**src/rtl/page_read_sequencer.sv**
```systemverilog
// Read-side page walker: issues one req/ack page read per page of an inclusive,
// wrapping page range within a block, with abort, rd_err and ack-timeout handling.
module page_read_sequencer #(
   parameter int PAGE_BITS  = 6,
   parameter int BLOCK_BITS = 10,
   parameter int TIMEOUT    = 255
) (
   input  logic                            clk2,
   input  logic                            Reset,
   input  logic                            start,
   input  logic                            abort,
   input  logic [BLOCK_BITS-1:0]           block_addr,
   input  logic [PAGE_BITS-1:0]            start_page,
   input  logic [PAGE_BITS-1:0]            last_page,
   output logic                            rd_req,
   output logic [BLOCK_BITS+PAGE_BITS-1:0] rd_addr,
   input  logic                            rd_ack,
   input  logic                            rd_err,
   output logic [PAGE_BITS-1:0]            CurrentPage,
   output logic                            busy,
   output logic                            done,
   output logic                            error,
   output logic                            timeout
);

   localparam int WAIT_W = (TIMEOUT > 1) ? $clog2(TIMEOUT) : 1;
   localparam logic [WAIT_W-1:0] WAIT_LAST = WAIT_W'(TIMEOUT - 1);

   typedef enum logic [1:0] {
      IDLE = 2'd0,
      REQ  = 2'd1,
      GAP  = 2'd2,
      FIN  = 2'd3
   } state_t;

   state_t                  state_r;
   logic [BLOCK_BITS-1:0]   blk_r;
   logic [PAGE_BITS-1:0]    last_r;
   logic [WAIT_W-1:0]       wait_r;
   logic [PAGE_BITS-1:0]    next_page_s;

   // Page increment wraps naturally at 2^PAGE_BITS.
   assign next_page_s = CurrentPage + PAGE_BITS'(1);

   // Sequencer FSM; every output is a register updated alongside the state.
   always_ff @(posedge clk2) begin
      if (Reset) begin
         state_r     <= IDLE;
         blk_r       <= {BLOCK_BITS{1'b0}};
         last_r      <= {PAGE_BITS{1'b0}};
         wait_r      <= {WAIT_W{1'b0}};
         rd_req      <= 1'b0;
         rd_addr     <= {(BLOCK_BITS+PAGE_BITS){1'b0}};
         CurrentPage <= {PAGE_BITS{1'b0}};
         busy        <= 1'b0;
         done        <= 1'b0;
         error       <= 1'b0;
         timeout     <= 1'b0;
      end else begin
         done <= 1'b0;
         case (state_r)
            IDLE: begin
               if (start) begin
                  blk_r       <= block_addr;
                  last_r      <= last_page;
                  CurrentPage <= start_page;
                  rd_addr     <= {block_addr, start_page};
                  wait_r      <= {WAIT_W{1'b0}};
                  error       <= 1'b0;
                  timeout     <= 1'b0;
                  rd_req      <= 1'b1;
                  busy        <= 1'b1;
                  state_r     <= REQ;
               end
            end
            REQ: begin
               if (abort) begin
                  rd_req  <= 1'b0;
                  busy    <= 1'b0;
                  state_r <= IDLE;
               end else if (rd_ack) begin
                  rd_req <= 1'b0;
                  if (rd_err || (CurrentPage == last_r)) begin
                     error   <= rd_err;
                     busy    <= 1'b0;
                     done    <= 1'b1;
                     state_r <= FIN;
                  end else begin
                     state_r <= GAP;
                  end
               end else if (wait_r == WAIT_LAST) begin
                  // Ack never came: rd_req has been high for exactly TIMEOUT cycles.
                  rd_req  <= 1'b0;
                  error   <= 1'b1;
                  timeout <= 1'b1;
                  busy    <= 1'b0;
                  done    <= 1'b1;
                  state_r <= FIN;
               end else begin
                  wait_r <= wait_r + WAIT_W'(1);
               end
            end
            GAP: begin
               if (abort) begin
                  busy    <= 1'b0;
                  state_r <= IDLE;
               end else begin
                  CurrentPage <= next_page_s;
                  rd_addr     <= {blk_r, next_page_s};
                  wait_r      <= {WAIT_W{1'b0}};
                  rd_req      <= 1'b1;
                  state_r     <= REQ;
               end
            end
            FIN: begin
               state_r <= IDLE;
            end
            default: begin
               rd_req  <= 1'b0;
               busy    <= 1'b0;
               state_r <= IDLE;
            end
         endcase
      end
   end

endmodule

```
**config.mk**
```make
export PLATFORM = sky130hd
export DESIGN_NAME = page_read_sequencer
export DESIGN_NICKNAME = d
export VERILOG_FILES = /design/src/rtl/page_read_sequencer.sv
export SDC_FILE = /design/constraint.sdc
export NUM_CORES = 1
export LEC_CHECK = 0
export BUFFER_PORTS_ARGS = -buffer_cell sky130_fd_sc_hd__buf_2
export CORE_MARGIN = 3
export CORE_UTILIZATION = 35
export DETAILED_ROUTE_END_ITERATION = 8
export PLACE_DENSITY = 0.54
export SETUP_SLACK_MARGIN = 0.5
export SLEW_MARGIN = 20
export SYNTH_ARGS = -nofsm -noshare
export SYNTH_HDL_FRONTEND = slang
export SYNTH_SLANG_ARGS = --single-unit
```
**constraint.sdc**
```tcl
create_clock -name clk2 -period 4.5 [get_ports clk2]
set_input_delay 0.675 -clock clk2 [delete_from_list [all_inputs] [get_ports clk2]]
set_output_delay 0.675 -clock clk2 [all_outputs]
set_load 0.03 [all_outputs]
```
==> flow_metrics.py <==
metrics = {
    "detailed_routing": {
        "via_per_inst": 5.18,
        "drt_iter0_drc": 97,
        "wl_mm": 5.63,
        "wire_per_inst_um": 14.0,
        "vias": 2087,
        "drc": 0,
        "antenna_left": 0,
        "dr.pass1.iters": 4,
    },
    "hold_path": {
        "hold_path.class": "reg2reg",
    },
    "logic_synthesis": {
        "synth_edf_count": 0,
        "netlist.area_leader.share_pct": 39.0,
        "synth.most_common_cell": "nand2_1",
        "yosysWarnings": 0,
        "postSynth.asyncResetShare_pct": 0,
        "synth_cell_types": 48,
        "netlist_area_um2": 2410,
        "syn_area_per_cell_um2": 8.50,
        "synth.area.top_cells": "dfxtp_1, nand2_1, a21oi_1",
        "postSynthNetCount": 320,
        "ys_top_cells_by_count": "nand2_1, dfxtp_1, a21oi_1",
        "synth-seq-cells": 47,
        "yosysSeqAreaShare_pct": 39.0,
        "synth_ff_type": "dfxtp_1",
        "synth_area_leader_cell": "dfxtp_1",
        "synthCells": 284,
    },
    "grt": {
        "grt_max_degree": 47,
        "grt_antenna_before_repair": 0,
        "globalRoute.totalOverflow": 0,
        "grt_pass1_vias": 2013,
        "grt_usage_pct": 15.0,
        "grt_pass1_wl_mm": 9.41,
    },
    "timing": {
        "setup_viol": 0,
        "setup_tns_ns": 0,
        "grt_setup_unrepaired": "no",
        "slew_headroom_pct": 42.8,
        "fin_worst_skew_ns": 0.00561,
        "fmax_mhz": 383,
        "fin_crit_ns": 2.61,
        "worstMarginPinSlew_ns": 0.858,
        "hold_viol": 0,
        "fin_hold_ws_ns": 0.458,
        "maxSlewViolCount": 0,
        "fin_crit_sh_pct": 58.0,
    },
    "critical_path": {
        "crit_path_max_fanout": 15,
        "cp-start-kind": "register",
        "critPathArrivalTime_ns": 2.84,
        "worstPathRequired_ns": 4.73,
        "endpoint_kind": "register",
        "path_class": "reg2reg",
    },
    "placement": {
        "placed_cell_area_um2": 2680,
        "numPortBuffers": 54,
        "dpl.cell_count": 394,
        "dp_hpwl_mm": 3.95,
        "gp_congestion": 0.751,
    },
    "power_and_ir_drop": {
        "p_int_mw": 0.749,
        "power_density_nw_per_um2": 421,
        "vdd_drop_max_uv": 183,
        "seqPwrFrac_pct": 42.3,
        "clkPwrFrac_pct": 27.5,
        "p_sw_share_pct": 36.5,
        "p_sw_mw": 0.430,
        "combPwrFrac_pct": 30.2,
        "p_leak_nw": 1.11,
    },
    "die": {
        "ios": 55,
        "rows": 29,
        "die_h_um": 89.1,
        "die_x_um": 89.1,
        "design.core.area_um2": 6530,
        "die_area_um2": 7930,
        "initial_core_util_pct": 37.0,
    },
    "finish": {
        "num-nets-final": 361,
        "syn_to_final_growth_pct": 16.0,
        "layoutNonFillerInstCount": 403,
        "num_antenna_cells": 0,
        "n_fill_cell": 680,
        "drive_gt1_share_pct": 23.0,
        "fin_util_pct": 42.9,
        "final_cell_area_um2": 2800,
    },
    "clock_tree": {
        "postCtsHoldBufs": 0,
        "cts_buffers": 5,
        "cts_sinks": 47,
        "ctsRootBufferMaster": "clkbuf_8",
        "clk_path_buf_depth": 2,
        "cts-resized-gates": 0,
        "cts_setup_buffers": 0,
        "clk_latency_ns": 0.30,
        "cts_tree": "done",
        "clk_pin_slew_ns": 0.09,
        "htreeDepth": 2,
    },
    "run": {
        "cap_violations": 0,
    },
    "run_status": {
        "status": "complete, no violations",
    },
}
-- final timing paths --
| path | cells past startpoint | start | endpoint | slack, ns |
|---|---|---|---|---|
| setup / recovery | 7 | state_r[0]$_SDFFE_PP0P_ | wait_r[4]$_SDFFE_PP0P_ | 1.89 |
| hold / removal | 2 | blk_r[9]$_SDFFE_PP0P_ | blk_r[9]$_SDFFE_PP0P_ | 0.46 |
| setup reg to reg | 7 | state_r[0]$_SDFFE_PP0P_ | wait_r[4]$_SDFFE_PP0P_ | 1.89 |
| hold reg to reg | 2 | blk_r[9]$_SDFFE_PP0P_ | blk_r[9]$_SDFFE_PP0P_ | 0.46 |
-- through the flow --
stage                     power [mW]  setup WS (ns)
after floorplan                0.779           2.79
after global placement         0.859           1.81
after detailed placement       0.863           1.77
after CTS                       1.19           1.75
after global routing            1.25           1.77
final                           1.18           1.89
-- power by group through the flow --
| stage | Combinational [mW] | Sequential, mW | Clock (mW) |
|---|---|---|---|
| 2_1_floorplan | 0.217 | 0.562 | 0 |
| 4_1_cts | 0.356 | 0.499 | 0.334 |
| 3_5_place_dp | 0.355 | 0.508 | 0 |
| 5_1_grt | 0.394 | 0.506 | 0.351 |
| 6_report | 0.356 | 0.499 | 0.324 |
| 3_3_place_gp | 0.351 | 0.508 | 0 |
-- kinds of logic after synthesis --
| group | share of synthesized area [%] |
|---|---|
| flops | 39.0 |
| simple gates | 22.0 |
| fa+ha+maj | 4.15 |
| compound gates | 20.8 |
| xor+xnor | 3.26 |
| buf+inv | 5.80 |
| mux | 5.03 |
-- worst max-delay path, stage by stage (launching register included) --
cell and delay (ns):
dfxtp_1 0.37, inv_1 0.10, ha_1 0.40, buf_4 0.29
o21ai_2 0.13, nand3b_1 0.42, or4b_1 0.64, a31oi_1 0.18
-- layout make-up --
type / count / area, um2 / share of cell area [%]
multi-input cells: 210 / 1340 / 47.9
flip-flops and latches: 47 / 941 / 33.6
repair buffers: 56 / 289 / 10.3
well taps: 77 / 96.3 / 3.44
clock buffers: 5 / 68.8 / 2.46
clock inverters: 3 / 46.3 / 1.65
inverters: 5 / 18.8 / 0.670
-- layout by cell type, fill, tap and decap left out, types with 2 or more instances in the layout --
cell	instances
a31oi_1	5
xor2_1	4
nand3_1	6
nor2_1	22
xnor2_1	5
buf_2	54
a22oi_1	2
a2111oi_2	2
nor3_1	3
a21oi_1	28
nor4_1	4
and4_1	2
dfxtp_1	47
inv_1	5
nand2b_1	5
nand2_1	51
a211oi_1	12
nor2b_1	8
o21ai_0	3
mux2i_1	11
o21ai_2	2
nor4b_1	2
o21ai_1	4
ha_1	8
clkbuf_8	5
-- routing by layer --
layer / part of all wire, % / track usage [%] / wire [um]
met4: 2.1 / 5.14 / 119
met1: 48 / 19.4 / 2720
met2: 45 / 24.6 / 2530
met5: 0 / 0 / 0
met3: 4.6 / 3.59 / 258
-- flip-flops by register name (all words and copies together) (netlist names) --
signal,cells
rd_addr,16
blk_r,10
wait_r,8
last_r,6
state_r,2
busy,1
done,1
error,1
rd_req,1
timeout,1
Power figures use the tool's default switching activity.
